--- src/rtl/fetch_unit_if.sv ---
// Byte-wide memory read port and decode-side valid/ready handshake of the fetch stage.
// master = fetch unit side, slave = memory/decode side.
interface fetch_unit_if #(
    parameter int ADDR_BITS = 16,
    parameter int DATA_BITS = 8
);
    logic                 mem_rd_en;
    logic [ADDR_BITS-1:0] mem_addr;
    logic                 mem_ack;
    logic [DATA_BITS-1:0] mem_rd_data;

    logic [15:0]          instr;
    logic [ADDR_BITS-1:0] instr_addr;
    logic                 instr_valid;
    logic                 instr_ready;

    modport master (
        output mem_rd_en,
        output mem_addr,
        input  mem_ack,
        input  mem_rd_data,
        output instr,
        output instr_addr,
        output instr_valid,
        input  instr_ready
    );

    modport slave (
        input  mem_rd_en,
        input  mem_addr,
        output mem_ack,
        output mem_rd_data,
        input  instr,
        input  instr_addr,
        input  instr_valid,
        output instr_ready
    );
endinterface

--- src/rtl/fetch_unit.sv ---
// Instruction fetch stage: reads 16-bit big-endian instructions as two bytes and hands them
// to decode; handles relative jumps, interrupt entry and interrupt return.
module fetch_unit #(
    parameter int                   ADDR_BITS        = 16,
    parameter int                   DATA_BITS        = 8,
    parameter int                   JUMP_OFFSET_BITS = 8,
    parameter logic [ADDR_BITS-1:0] RESET_ADDRESS    = 16'h0000,
    parameter logic [ADDR_BITS-1:0] ISR_ADDRESS      = 16'hff00
) (
    input  logic                        clk,
    input  logic                        reset_n,
    fetch_unit_if.master                bus,
    input  logic                        jump_valid,
    input  logic [JUMP_OFFSET_BITS-1:0] jump_offset,
    input  logic                        irq_req,
    output logic                        irq_ack,
    input  logic                        iret,
    output logic                        in_isr,
    output logic [ADDR_BITS-1:0]        saved_ip
);

    typedef enum logic [1:0] {
        IDLE,
        FETCH_HI,
        FETCH_LO,
        DELIVER
    } state_t;

    state_t               state, state_next;
    logic [ADDR_BITS-1:0] ip, ip_next;
    logic [ADDR_BITS-1:0] last_addr, last_addr_next;
    logic [15:0]          instr_q, instr_next;
    logic [ADDR_BITS-1:0] instr_addr_q, instr_addr_next;
    logic                 in_isr_q, in_isr_next;
    logic [ADDR_BITS-1:0] saved_ip_q, saved_ip_next;
    logic                 irq_take;
    logic                 iret_take;
    logic [DATA_BITS-1:0] rd_byte;
    logic [ADDR_BITS-1:0] jump_target;

    assign rd_byte     = bus.mem_rd_data;
    // Jumps are relative to the instruction after the last one decode actually accepted.
    assign jump_target = last_addr + ADDR_BITS'(2) + ADDR_BITS'($signed(jump_offset));
    assign iret_take   = iret && in_isr_q;

    always_ff @(posedge clk or negedge reset_n) begin
        if (!reset_n) begin
            state        <= IDLE;
            ip           <= RESET_ADDRESS;
            last_addr    <= RESET_ADDRESS - ADDR_BITS'(2);
            instr_q      <= '0;
            instr_addr_q <= '0;
            in_isr_q     <= 1'b0;
            saved_ip_q   <= '0;
        end else begin
            state        <= state_next;
            ip           <= ip_next;
            last_addr    <= last_addr_next;
            instr_q      <= instr_next;
            instr_addr_q <= instr_addr_next;
            in_isr_q     <= in_isr_next;
            saved_ip_q   <= saved_ip_next;
        end
    end

    // A jump or iret wins over everything in flight: pending reads and a same-cycle
    // handshake are both abandoned, so last_addr only moves on an undisturbed accept.
    always_comb begin
        state_next      = state;
        ip_next         = ip;
        last_addr_next  = last_addr;
        instr_next      = instr_q;
        instr_addr_next = instr_addr_q;
        in_isr_next     = in_isr_q;
        saved_ip_next   = saved_ip_q;
        irq_take        = 1'b0;

        if (jump_valid) begin
            ip_next    = jump_target;
            state_next = IDLE;
        end else if (iret_take) begin
            ip_next     = saved_ip_q;
            in_isr_next = 1'b0;
            state_next  = IDLE;
        end else begin
            unique case (state)
                IDLE: begin
                    state_next = FETCH_HI;
                    if (irq_req && !in_isr_q) begin
                        irq_take      = 1'b1;
                        saved_ip_next = ip;
                        ip_next       = ISR_ADDRESS;
                        in_isr_next   = 1'b1;
                    end
                end
                FETCH_HI: begin
                    if (bus.mem_ack) begin
                        instr_next[15:8] = rd_byte;
                        state_next       = FETCH_LO;
                    end
                end
                FETCH_LO: begin
                    if (bus.mem_ack) begin
                        instr_next[7:0] = rd_byte;
                        instr_addr_next = ip;
                        state_next      = DELIVER;
                    end
                end
                DELIVER: begin
                    if (bus.instr_ready) begin
                        last_addr_next = instr_addr_q;
                        ip_next        = ip + ADDR_BITS'(2);
                        state_next     = IDLE;
                    end
                end
                default: begin
                    state_next = IDLE;
                end
            endcase
        end
    end

    assign bus.mem_rd_en   = (state == FETCH_HI) || (state == FETCH_LO);
    assign bus.mem_addr    = (state == FETCH_LO) ? ip + ADDR_BITS'(1) : ip;
    assign bus.instr       = instr_q;
    assign bus.instr_addr  = instr_addr_q;
    assign bus.instr_valid = (state == DELIVER);
    assign irq_ack         = irq_take;
    assign in_isr          = in_isr_q;
    assign saved_ip        = saved_ip_q;

endmodule

--- src/flat_wrapper.sv ---
// flat-port wrapper written by rule: the top's interface ports become plain ports
module fetch_unit_flat 
#(
    parameter int                   ADDR_BITS        = 16,
    parameter int                   DATA_BITS        = 8,
    parameter int                   JUMP_OFFSET_BITS = 8,
    parameter logic [ADDR_BITS-1:0] RESET_ADDRESS    = 16'h0000,
    parameter logic [ADDR_BITS-1:0] ISR_ADDRESS      = 16'hff00
)
  (clk, reset_n, jump_valid, jump_offset, irq_req, irq_ack, iret, in_isr, saved_ip, bus_mem_rd_en, bus_mem_addr, bus_mem_ack, bus_mem_rd_data, bus_instr, bus_instr_addr, bus_instr_valid, bus_instr_ready);
  fetch_unit_if #(.ADDR_BITS(ADDR_BITS), .DATA_BITS(DATA_BITS)) bus_i ();
  input  logic clk;
  input  logic reset_n;
  input  logic jump_valid;
  input  logic [JUMP_OFFSET_BITS-1:0] jump_offset;
  input  logic irq_req;
  output logic irq_ack;
  input  logic iret;
  output logic in_isr;
  output logic [ADDR_BITS-1:0] saved_ip;
  output wire logic [$bits(bus_i.mem_rd_en)-1:0] bus_mem_rd_en;
  output wire logic [$bits(bus_i.mem_addr)-1:0] bus_mem_addr;
  input wire logic [$bits(bus_i.mem_ack)-1:0] bus_mem_ack;
  input wire logic [$bits(bus_i.mem_rd_data)-1:0] bus_mem_rd_data;
  output wire logic [$bits(bus_i.instr)-1:0] bus_instr;
  output wire logic [$bits(bus_i.instr_addr)-1:0] bus_instr_addr;
  output wire logic [$bits(bus_i.instr_valid)-1:0] bus_instr_valid;
  input wire logic [$bits(bus_i.instr_ready)-1:0] bus_instr_ready;
  assign bus_mem_rd_en = bus_i.mem_rd_en;
  assign bus_mem_addr = bus_i.mem_addr;
  assign bus_i.mem_ack = bus_mem_ack;
  assign bus_i.mem_rd_data = bus_mem_rd_data;
  assign bus_instr = bus_i.instr;
  assign bus_instr_addr = bus_i.instr_addr;
  assign bus_instr_valid = bus_i.instr_valid;
  assign bus_i.instr_ready = bus_instr_ready;
  fetch_unit #(.ADDR_BITS(ADDR_BITS), .DATA_BITS(DATA_BITS), .JUMP_OFFSET_BITS(JUMP_OFFSET_BITS), .RESET_ADDRESS(RESET_ADDRESS), .ISR_ADDRESS(ISR_ADDRESS)) u_core (.clk(clk), .reset_n(reset_n), .bus(bus_i), .jump_valid(jump_valid), .jump_offset(jump_offset), .irq_req(irq_req), .irq_ack(irq_ack), .iret(iret), .in_isr(in_isr), .saved_ip(saved_ip));
endmodule
--- config.mk ---
export PLATFORM = sky130hd
export DESIGN_NAME = fetch_unit_flat
export DESIGN_NICKNAME = d
export VERILOG_FILES = /design/src/rtl/fetch_unit_if.sv /design/src/rtl/fetch_unit.sv /design/src/flat_wrapper.sv
export SDC_FILE = /design/constraint.sdc
export NUM_CORES = 1
export LEC_CHECK = 0
export ABC_AREA = 1
export CORE_MARGIN = 3
export CORE_UTILIZATION = 40
export CTS_CLUSTER_SIZE = 40
export DETAILED_ROUTE_END_ITERATION = 6
export GPL_ROUTABILITY_DRIVEN = 0
export SLEW_MARGIN = 30
export SYNTH_ARGS = -nofsm -noshare
export SYNTH_HDL_FRONTEND = slang
export SYNTH_SLANG_ARGS = --single-unit
export TNS_END_PERCENT = 100
--- constraint.sdc ---
create_clock -name clk -period 2.79 [get_ports clk]
set_input_delay 0.4185 -clock clk [delete_from_list [all_inputs] [get_ports clk]]
set_output_delay 0.4185 -clock clk [all_outputs]
set_load 0.03 [all_outputs]
==> summary.txt <==
Timing
  – Endpoints failing setup: 0
  – Setup TNS: 0 ps
  – Clock Skews: 6.151 ps
  – RSZ-0062 raised after global routing: false
  – Worst-Margin Slew: 585.2 ps
  – Fmax: 374.9 MHz
  – Final hold vios: 0
  – Crit share post-route: 95.61%
  – Fin crit period: 2668 ps
  – Max-slew violations: 0
  – Worst rel slew slack: 60.98%

Synthesis
  – Average cell area after synthesis: 8.026 um^2
  – Main combinational cell family by area after synthesis: simple AND/OR/NAND/NOR gates
  – Most used flip-flop cell after synthesis: dfrtp_1
  – Synth Area in Adders: 8.935%
  – Synth Area in XOR/XNOR: 2.994%
  – Post-synth ARST share: 100.0%
  – Synth area leader: dfrtp_1
  – Cells after Synth: 656
  – Most common cell in the netlist: nand2_1
  – Count of different cell masters after synthesis: 40
  – Mapped Nets: 716
  – Synth top cells by count: nand2_1 (176), inv_1 (84), dfrtp_1 (68)
  – EDFF count, synth: 0
  – Synth top area cells: dfrtp_1 (32%), nand2_1 (13%), ha_1 (8.6%), dfstp_2 (7.5%), inv_1 (6.0%)
  – Number of synthesized register bits: 83
  – Top cell type's share of synthesized area: 32.32%
  – Post-Synth Simple-Gate Area: 25.17%
  – Mux share of post-synthesis cell area: 3.779%
  – Register area share after synthesis: 39.81%
  – Synth Area in Compound Gates: 10.65%
  – Synth warn: 0
  – Netlist Area Pre-Place: 5265 um^2

Die
  – Die Y: 120.7 um
  – Io pins: 91
  – Initial Utilization: 41.38%
  – Die W: 120.7 um
  – Core area: 12,720 um^2
  – Die Area: 14,580 um^2
  – Row cnt: 41

Placed design
  – DP Area: 6326 um^2
  – Post-DP HPWL: 10.74 mm
  – Input/output buffers: 90

CTS
  – CTS Buf Count: 9
  – CTS tree: done
  – CTS sink count: 83
  – # H-tree levels: 3
  – Root Buffer: clkbuf_16
  – Worst-path clk slew: 70 ps
  – Clock Tree Buf Depth: 2
  – Clk_lat worst skew: 360 ps
  – Post-CTS Setup Inserts: 0

Hold path
  – Worst min path class: input port to asynchronous set/reset pin

Route
  – DRC errors left: 0
  – Routed Wire Length: 14.00 mm
  – Antenna viol nets, final: 0
  – Number of DRC markers in iteration 0: 264
  – DRT Pass-1 Iters: 5
  – Vias post-DR: 4,693
  – Via density: 5.057
  – Routed len/inst: 15.08 um

Layout
  – Layout cells sized above 1: 12.96%
  – Fin area: 6613 um^2
  – Syn-to-layout area delta: 25.59%
  – N_diodes: 0
  – Nets: 811

Power and ir drop
  – Leakage power: 3.289 nW
  – Maximum VDD drop: 0.5237 mV
  – PwrDens: 1127 nW/um^2

GRT
  – GR Util All Layers: 20.12%
  – First-pass GRT wire length: 22.96 mm
  – Pin count of the biggest net entering global routing: 45
  – Grt total ovfl: 0
  – Vias in the first global route: 4,541
  – Initial antenna violation count: 0

Critical path
  – Arr. time, crit path: 2250 ps
  – RR Startpoint: u_core.last_addr[1]
  – Critical Path Fanout Max: 7
  – Reg-to-reg endpoint: u_core.ip[13]
  – FF-to-FF setup slack: 480 ps
  – Startpoint Class: register
  – Worst R2R Path Depth: 14
  – Worst Setup Path Type: register to primary output
  – Critical Path Sink Type: primary output
  – Critical Path RT: 2370 ps

Status
  – Status: finished, final reports clean

Flow run
  – Max Cap Viol: 0
-- sequential cells by signal, summed over array words and instances, names as in the netlist --
name,flops
u_core.bus.instr,16
u_core.bus.instr_addr,16
u_core.in_isr,1
u_core.ip,16
u_core.last_addr,16
u_core.saved_ip,16
u_core.state,2
-- cell usage in the layout (no fill, tap or decap), types with 2 or more instances in the layout --
| cell | n |
|---|---|
| dfrtp_1 | 68 |
| inv_1 | 83 |
| nor2_1 | 40 |
| mux2_2 | 7 |
| nor2_2 | 3 |
| clkinv_4 | 2 |
| nand2_1 | 175 |
| nand3_2 | 5 |
| nand2_4 | 2 |
| dlymetal6s2s_1 | 2 |
| a31oi_1 | 2 |
| nand3_1 | 47 |
| o21ai_1 | 20 |
| inv_4 | 3 |
| ha_1 | 35 |
| o21ai_0 | 46 |
| inv_2 | 5 |
| clkdlybuf4s50_1 | 75 |
| dlygate4sd2_1 | 5 |
| a21oi_1 | 28 |
| clkinvlp_4 | 3 |
| buf_4 | 15 |
| mux2_4 | 8 |
| clkbuf_16 | 9 |
| dfstp_2 | 15 |
| nand4_1 | 7 |
| nand2_2 | 5 |
| o211ai_1 | 2 |
| xor2_1 | 17 |
| nor2_4 | 4 |
-- final cells by class --
type                            instances  area [um^2]
Timing Repair Buffer                   99        953.4
Tap cell                              172        215.2
Multi-Input combinational cell        467         2720
Inverter                               91        349.1
Fill cell                            1241         6110
Sequential cell                        83         2096
Clock inverter                          7        53.80
Clock buffer                            9        225.2
-- cell families after synthesis --
kind of cell    count (synthesis)
compound gates                103
xor+xnor                       18
fa+ha+maj                      37
buf+inv                       106
flops                          83
mux                            15
simple gates                  294
-- worst max-delay path by stage --
| stage | from | slack [ps] | endpoint | cells after the start |
|---|---|---|---|---|
| 2_1_floorplan | u_core.state[0] | 490 | bus_mem_addr[12] | 11 |
| 3_3_place_gp | jump_offset[7] | 100 | u_core.ip[15] | 13 |
| 3_5_place_dp | jump_offset[1] | 70 | u_core.ip[13] | 15 |
| 4_1_cts | u_core.state[0] | 4 | bus_mem_addr[4] | 6 |
| 5_1_grt | u_core.state[0] | 4 | bus_mem_addr[10] | 11 |
| 6_report | u_core.state[0] | 120 | bus_mem_addr[11] | 8 |
-- power breakdown --
part	internal, W	switching, W
Combinational	0.00153	0.00252
Sequential	0.00177	0.000481
Clock	0.000607	0.000535
Total	0.00391	0.00354
-- routing by layer --
layer	share of wire (%)	global-route usage [%]	up-vias
met5	0	0	-
met4	2.4	8.286	0
met3	6.5	4.630	25
met2	46	31.47	136
met1	46	26.93	2221
li1	-	-	2311
-- critical path, cell delays in order (launching register included) --
cell and delay [ps]:
dfrtp_1 420, inv_2 100, ha_2 210, nand2_1 230
nor2_2 220, nand2_1 100, xor2_1 160, inv_1 60
dlygate4sd2_1 390
-- per-stage QoR --
step	utilization [%]	total power [W]	hold slack [ps]	std cells	worst slack [ps]
after floorplan	-	0.004811	122.9	656	485.0
after global placement	49.72	0.006312	466.4	912	97.14
after detailed placement	49.72	0.006363	458.1	912	69.18
after CTS	51.87	0.007515	78.20	928	3.678
after global routing	51.98	0.007990	96.29	928	4.281
final	51.98	0.007451	63.55	928	122.4
-- what timing repair did --
action / CTS / global route
pin swaps: 0 / 1
gates resized for setup: 9 / 7
setup endpoints to repair: 7 / 6
hold buffers: 0 / 0
Note: power is estimated with default switching activity, not from simulation.
